==> src/rtl/counter_pkg.sv <==
// counter_pkg: shared constants for the modulo counter family.
//   DIR_UP / DIR_DOWN     : encoding of the dir input
//   MODE_WRAP / MODE_ONESHOT : encoding of the oneshot input
//   DEF_WIDTH / DEF_PW    : default counter and prescaler widths
package counter_pkg;

    localparam logic DIR_UP       = 1'b1;
    localparam logic DIR_DOWN     = 1'b0;

    localparam logic MODE_WRAP    = 1'b0;
    localparam logic MODE_ONESHOT = 1'b1;

    localparam int DEF_WIDTH = 8;
    localparam int DEF_PW    = 4;

endpackage

==> src/rtl/counter_prescaler.sv <==
// counter_prescaler: divides enabled cycles down to a single-cycle tick.
// Ports:
//   clk  in  : clock, rising edge
//   rst  in  : synchronous active-low reset, clears the divider
//   en   in  : advance the divider; 0 freezes it
//   clr  in  : synchronous clear of the divider (used on counter load)
//   div  in  : tick every div+1 enabled cycles
//   tick out : combinational from the pc flop, qualified by en
module counter_prescaler
    import counter_pkg::*;
#(
    parameter int PW = DEF_PW
) (
    input  logic          clk,
    input  logic          rst,
    input  logic          en,
    input  logic          clr,
    input  logic [PW-1:0] div,
    output logic          tick
);

    logic [PW-1:0] pc;

    assign tick = en && (pc == div);

    // If div is lowered below the current pc, pc runs on and wraps
    // naturally before matching again.
    always_ff @(posedge clk) begin
        if (!rst) begin
            pc <= '0;
        end else if (clr) begin
            pc <= '0;
        end else if (en) begin
            if (tick) pc <= '0;
            else      pc <= pc + PW'(1);
        end
    end

endmodule

==> src/rtl/mod_counter.sv <==
// mod_counter: loadable up/down modulo counter with prescaler, terminal
// count pulse, one-shot mode and sticky overflow flag.
// Ports:
//   clk, rst   : clock (rising edge), synchronous active-low reset
//   en         : count enable (gates prescaler and counter)
//   load       : load load_val into cnt, clears prescaler, done and tc
//   load_val   : value to load
//   max_val    : terminal value, sampled every cycle
//   dir        : 1 up, 0 down
//   oneshot    : 1 stop at terminal, 0 wrap
//   presc_div  : tick every presc_div+1 enabled cycles
//   ovf_clr    : clear ovf (a coincident set wins)
//   cnt        : current count
//   tc         : registered one-cycle terminal-count pulse
//   done       : one-shot terminal reached (level, cleared by load/reset)
//   ovf        : sticky missed-service flag
// Priority: reset > load > tick > hold. All outputs are flops.
module mod_counter
    import counter_pkg::*;
#(
    parameter int WIDTH = DEF_WIDTH,
    parameter int PW    = DEF_PW
) (
    input  logic             clk,
    input  logic             rst,
    input  logic             en,
    input  logic             load,
    input  logic [WIDTH-1:0] load_val,
    input  logic [WIDTH-1:0] max_val,
    input  logic             dir,
    input  logic             oneshot,
    input  logic [PW-1:0]    presc_div,
    input  logic             ovf_clr,
    output logic [WIDTH-1:0] cnt,
    output logic             tc,
    output logic             done,
    output logic             ovf
);

    logic tick;

    counter_prescaler #(.PW(PW)) u_presc (
        .clk  (clk),
        .rst  (rst),
        .en   (en),
        .clr  (load),
        .div  (presc_div),
        .tick (tick)
    );

    logic             at_term;
    logic             frozen;
    logic             wrap_evt;
    logic [WIDTH-1:0] cnt_step;
    logic [WIDTH-1:0] cnt_wrap;

    // Terminal compare uses the current direction; a loaded value beyond
    // max_val simply never matches until it rolls over naturally.
    always_comb begin
        at_term  = (dir == DIR_UP) ? (cnt == max_val) : (cnt == '0);
        cnt_step = (dir == DIR_UP) ? (cnt + WIDTH'(1)) : (cnt - WIDTH'(1));
        cnt_wrap = (dir == DIR_UP) ? '0 : max_val;
        // A finished one-shot ignores ticks; dropping oneshot releases it.
        frozen   = done && (oneshot == MODE_ONESHOT);
        wrap_evt = tick && !load && !frozen && at_term && (oneshot == MODE_WRAP);
    end

    always_ff @(posedge clk) begin
        if (!rst) begin
            cnt  <= '0;
            tc   <= 1'b0;
            done <= 1'b0;
        end else if (load) begin
            cnt  <= load_val;
            tc   <= 1'b0;
            done <= 1'b0;
        end else if (tick && !frozen) begin
            if (at_term) begin
                tc <= 1'b1;
                if (oneshot == MODE_ONESHOT) begin
                    done <= 1'b1;
                end else begin
                    cnt <= cnt_wrap;
                end
            end else begin
                cnt <= cnt_step;
                tc  <= 1'b0;
            end
        end else begin
            tc <= 1'b0;
        end
    end

    // ovf flags a wrap event arriving while the previous tc is still
    // visible, i.e. software never got a cycle to service it.
    always_ff @(posedge clk) begin
        if (!rst) begin
            ovf <= 1'b0;
        end else if (wrap_evt && tc) begin
            ovf <= 1'b1;
        end else if (ovf_clr) begin
            ovf <= 1'b0;
        end
    end

endmodule

==> config.mk <==
export PLATFORM = sky130hd
export DESIGN_NAME = mod_counter
export DESIGN_NICKNAME = d
export VERILOG_FILES = /design/src/rtl/counter_pkg.sv /design/src/rtl/counter_prescaler.sv /design/src/rtl/mod_counter.sv
export SDC_FILE = /design/constraint.sdc
export NUM_CORES = 1
export LEC_CHECK = 0
export CORE_ASPECT_RATIO = 0.5
export CORE_MARGIN = 8
export CORE_UTILIZATION = 46
export CTS_CLUSTER_DIAMETER = 30
export DETAILED_ROUTE_END_ITERATION = 6
export PLACE_DENSITY_LB_ADDON = 0.1
export SETUP_SLACK_MARGIN = 0.02
export SYNTH_ARGS = -nofsm -noshare
export SYNTH_HDL_FRONTEND = slang
export SYNTH_SLANG_ARGS = --single-unit
==> constraint.sdc <==
create_clock -name clk -period 2.8 [get_ports clk]
set_clock_uncertainty 0.15 [all_clocks]
set_input_delay 0.42 -clock clk [delete_from_list [all_inputs] [get_ports clk]]
set_output_delay 0.42 -clock clk [all_outputs]
set_load 0.01 [all_outputs]
# [Yosys cells after proc, flatten, opt, wreduce, memory -nomap -nowiden]
# Cells that the tools add are included.
[word_totals] input_bits=27 out_inout_bits=11 reg_bits=15
[classes] n_mux=11 add_sub_neg=3 bitwise_logic=3 n_reduce_logical=17 eq_ne=3
[op_table] operator="8-bit two-way mux" n=6
[op_table] operator="8-bit by 1-bit adder with 8-bit output (second input constant)" n=1
[op_table] operator="8-bit equality test" n=1
[op_table] operator="1-bit logical AND" n=8
[op_table] operator="8-bit logical NOT" n=1
[op_table] operator="8-bit by 1-bit subtractor with 8-bit output (second input constant)" n=1
[op_table] operator="4-bit by 1-bit adder with 4-bit output (second input constant)" n=1
[op_table] operator="4-bit equality test" n=1
[op_table] operator="1-bit two-way mux" n=4
[op_table] operator="4-bit two-way mux" n=1
[op_table] operator="2-bit nonzero test" n=2
[op_table] operator="3-bit inequality test (second input constant)" n=1
[op_table] operator="1-bit NOT" n=3
[op_table] operator="3-bit AND reduction" n=1
[op_table] operator="3-bit OR reduction" n=1
[op_table] operator="1-bit logical NOT" n=2
[op_table] operator="2-bit AND reduction" n=1
[op_table] operator="2-bit OR reduction" n=1

# [Depth between registers and ports, before layout]
[logic_depth] ltp_word=8 depth_mapped=8 mapped_depth_nobuf=8

# [Hierarchy]
# Synthesis repeated with hierarchy kept, for this count alone.
[unflattened] hier_cells=157 area_unflattened_um2=1278.7
[by_module_without_submodules] module="mod_counter" cells_per_inst=133 instances=1 area_per_inst_um2=1028.5
[by_module_without_submodules] module="counter_prescaler" cells_per_inst=24 instances=1 area_per_inst_um2=250.2

# [Worst setup path after synthesis]
# No wires, ideal clock.
[synth_timing] kind="input to register" start="input dir" end="register cnt[5]" required_time_ns=2.519 setup_slack_ns=0.720 t_arrival_ns=1.800 cell_stages=8 path_cell_list="inv_1 ha_1 a211oi_1 o21bai_1 a21oi_1 xor2_1 a2bb2oi_1 o31ai_1"
[synth_between] elab_chain_cells=5
[synth_rtl] element="from (decl)" line_no="mod_counter.sv:30" text="input logic dir,"
[synth_rtl] element="8-bit two-way mux" line_no="mod_counter.sv:62" text="cnt_wrap = (dir == DIR_UP) ? '0 : max_val;"
[synth_rtl] element="8-bit two-way mux" line_no="mod_counter.sv:80" text="if (oneshot == MODE_ONESHOT) begin"
[synth_rtl] element="8-bit two-way mux" line_no="mod_counter.sv:78" text="if (at_term) begin"
[synth_rtl] element="8-bit two-way mux" line_no="mod_counter.sv:77" text="end else if (tick && !frozen) begin"
[synth_rtl] element="8-bit two-way mux" line_no="mod_counter.sv:73" text="end else if (load) begin"
[synth_rtl] element="to (signal assigned)" line_no="mod_counter.sv:74" text="cnt <= load_val;"
[synth_rtl] element="to (signal assigned)" line_no="mod_counter.sv:83" text="cnt <= cnt_wrap;"
[synth_rtl] element="to (signal assigned)" line_no="mod_counter.sv:86" text="cnt <= cnt_step;"
[synth_rtl] element="to (decl)" line_no="mod_counter.sv:34" text="output logic [WIDTH-1:0] cnt,"
# Parallel ways exist; a longest one is shown, timed or not. The select of a mux whose other input is x is not followed.
# A chain may end at the register's enable or synchronous reset.

# [Worst setup path after layout]
# Same ends and word-level chain as after synthesis.

==> metrics.md <==
| Metric | Value |
|---|---|
| DRT Pass-1 Iters | `4` |
| Routed WL per cell | `14.49 um` |
| Routability cong. | `between 0.8 and 0.9` |
| Die Width | `just under 90 um` |
| Gates resized, CTS repair | `0` |
| Vias in the first global route | `about 1200` |
| Area Growth Syn to Fin | `40.15%` |
| Setup Fix Bufs, Post-CTS | `0` |
| Vias | `roughly 1200` |
| Post-synth EDFFs | `0` |
| Worst VDD drop | `roughly 0.25 mV` |
| Total Routing Usage GR | `between 10 and 15%` |
| CP Data Required Time | `about 2.8 ns` |
| Commonest non-fill, non-tap cell in the layout | `clkdlybuf4s50_1` |
| RSZ-0062 raised after global routing | `false` |
| WL final | `around 3300 um` |
| Final period util | `89.91%` |
| CTS Buffer Depth | `2` |
| Min setup slack post-route | `between 0.2 and 0.3 ns` |
| Final Util | `about two thirds` |
| FP Rows | `13` |
| Max incr delay on CP | `approximately 0.48 ns` |
| First-pass GRT wire length | `~5300 um` |
| H-tree levels | `1` |
| Register area share after synthesis | `25.16%` |
| Commonest cells after routing, fill and taps aside | `clkdlybuf4s50_1, dfxtp_1, xnor2_1` |
| Filler cell count | `approximately 240` |
| CORE AREA | `0.002537 mm2` |
| Hold_buf cts | `0` |
| Dpl cell area | `about 0.0016 mm2` |
| Yosys warns | `0` |
| Largest net degree at the start of global routing | `13` |
| Setup crit end kind | `register` |
| Setup CP Type | `in -> reg` |
| Post-synthesis instance area | `0.001194 mm2` |
| Worst slew pin tran | `roughly 0.66 ns` |
| Die area | `approximately 0.0046 mm2` |
| Peak Freq | `between 0.3 and 0.4 GHz` |
| CTS tree | `built` |
| Seq cells post-synth | `15` |
| Total clock sinks | `15` |
| Initial core utilization | `around 47%` |
| Nets | `approximately 220` |
| Worst-path fanout max | `6` |
| Worst EP arrival | `roughly 2.5 ns` |
| Max_slew headroom | `a little under three fifths` |
| Drt drc | `0` |
| Max Cap Viol | `0` |
| Syn Nets | `182` |
| Clock buffer count from CTS | `3` |
| Diodes inserted | `0` |
| Non-Filler Instances | `225` |
| Primary FF master, synth | `dfxtp_1` |
| Die H | `around 52 um` |
| Critical path cell sequence | `clkdlybuf4s50_1 -> inv_1 -> ha_1 -> a211oi_1 -> o21bai_1 -> a21oi_1 -> xor2_1 -> a2bb2oi_1 -> o31ai_1` |
| Final instance area | `approximately 0.0017 mm2` |
| Status | `completed` |
| Hpwl dp | `2718 um` |
| Leakage | `approximately 0.66 nW` |
| Placed cells | `around 220` |
| Max-slew violations | `0` |
| Post-route ant nets | `0` |
| Reg clk slew, reported paths | `roughly 0.06 ns` |
| Clock latency on the worst-skew pair | `about 0.24 ns` |
| PD cells | `~370 mW/mm2` |
| Crit start category | `primary input` |
| FFs w/ async S/R, synth | `0%` |
| GRT overflow | `0` |
| Syn Inst Count | `between 100 and 150` |
| First DRT Iteration DRCs | `55` |
| Final hold violations | `0` |
| IO buf count | `37` |
| Layout cells sized above 1 | `approximately 6.4%` |
| Setup TNS Final | `0 ns` |
| Root buf cell | `clkbuf_8` |
| Boundary pin count | `38` |
| Final min period | `~2.5 ns` |
| DP Worst Slack | `0.02811 ns` |
| Post-synthesis cell type count | `39` |
| Worst min-delay path category | `reg -> reg` |
| Initial antenna violation count | `0` |
| Vias per cell | `about 5.4` |
| Syn avg cell area | `~8 um2` |
| CP max stage cell | `clkdlybuf4s50_1` |
| Setup-failing EPs final | `0` |
==> sequential cells by signal, indices dropped and copies added (netlist names) <==
register,count
done,1
ovf,1
cnt,8
tc,1
u_presc.pc,4
==> cells in the mapped netlist, types with 2 or more instances <==
cell type,count,area (um2)
o31ai_1,7,52.55
nand2_1,10,37.54
dfxtp_1,15,300.3
o21bai_1,2,15.01
nand2b_1,3,18.77
a21oi_1,5,25.02
nand4_1,2,12.51
and2_1,2,12.51
a31oi_1,2,12.51
a21o_1,5,37.54
ha_1,7,87.58
o31a_1,2,17.52
o21ai_0,6,30.03
xor2_1,6,52.55
a2bb2oi_1,4,35.03
nor2_1,12,45.04
nand3_1,11,55.05
nor3_1,5,25.02
inv_1,3,11.26
or3_1,2,12.51
clkbuf_1,4,15.01
xnor2_1,14,122.6
a21boi_0,2,15.01
==> logic make-up (layout without fill, tap and decap cells) <==
logic type               count (synthesis)  in the layout  synth area share (%)
multiplexers                             1              1                0.8386
flip-flops                              15             15                 25.16
AND/OR/NAND/NOR                         53             53                 22.64
adder cells (fa/ha/maj)                  8              8                 9.014
XOR/XNOR                                20             20                 14.68
AO/OA/AOI/OAI                           41             41                 24.42
buffers and inverters                    9             50                 3.249
==> through the flow <==
| step | power (mW) | hold WS [ns] |
|---|---|---|
| floorplan | 0.3602 | 0.3350 |
| global placement | 0.4490 | 0.3276 |
| detailed placement | 0.4507 | 0.3423 |
| CTS | 0.6237 | 0.3476 |
| global route | 0.6550 | 0.3853 |
| finish | 0.6217 | 0.3380 |
==> power by group <==
| part | total, mW | internal [mW] | leakage [nW] | switching, mW |
|---|---|---|---|---|
| logic | 0.211 | 0.115 | 0.515 | 0.0959 |
| registers | 0.237 | 0.223 | 0.123 | 0.0147 |
| clock network | 0.174 | 0.101 | 0.0228 | 0.0730 |
==> path summary, 6_finish.rpt <==
| path | to | cells after the start | startpoint | slack, ns |
|---|---|---|---|---|
| worst min-delay path | ovf$_SDFFE_PN0P_ | 2 | tc$_SDFF_PP0_ | 0.34 |
| worst max-delay path | cnt[5]$_SDFFE_PN0P_ | 9 | dir | 0.28 |
| worst min register to register | ovf$_SDFFE_PN0P_ | 2 | tc$_SDFF_PP0_ | 0.34 |
| worst max register to register | cnt[1]$_SDFFE_PN0P_ | 7 | cnt[1]$_SDFFE_PN0P_ | 0.49 |
==> critical path: cells and delay by family <==
family / cells / cell delay (ns)
xor gates and xnor gates: 1 / 0.24
buffers and inverters: 2 / 0.60
AOI/OAI and AO/OA: 5 / 0.91
adders and majority gates: 1 / 0.31
==> cell type report <==
type	instances	area [um2]	share of cell area, %
clock buffers	4	45.04	2.693
multi-input cells	123	854.6	51.08
repair buffers	43	415.4	24.83
flip-flops and latches	15	300.3	17.95
inverters	3	11.26	0.6732
well taps	37	46.29	2.767
==> per-layer routing <==
layer	part of all wire [%]	wire [um]	track usage (%)	vias up
met3	4.3	141	2.978	0
li1	-	-	-	616
met5	0	0	0	-
met1	48	1565	18.69	566
met2	48	1554	25.53	26
met4	0	0	0.8310	0
(Power assumes the default switching activity.)
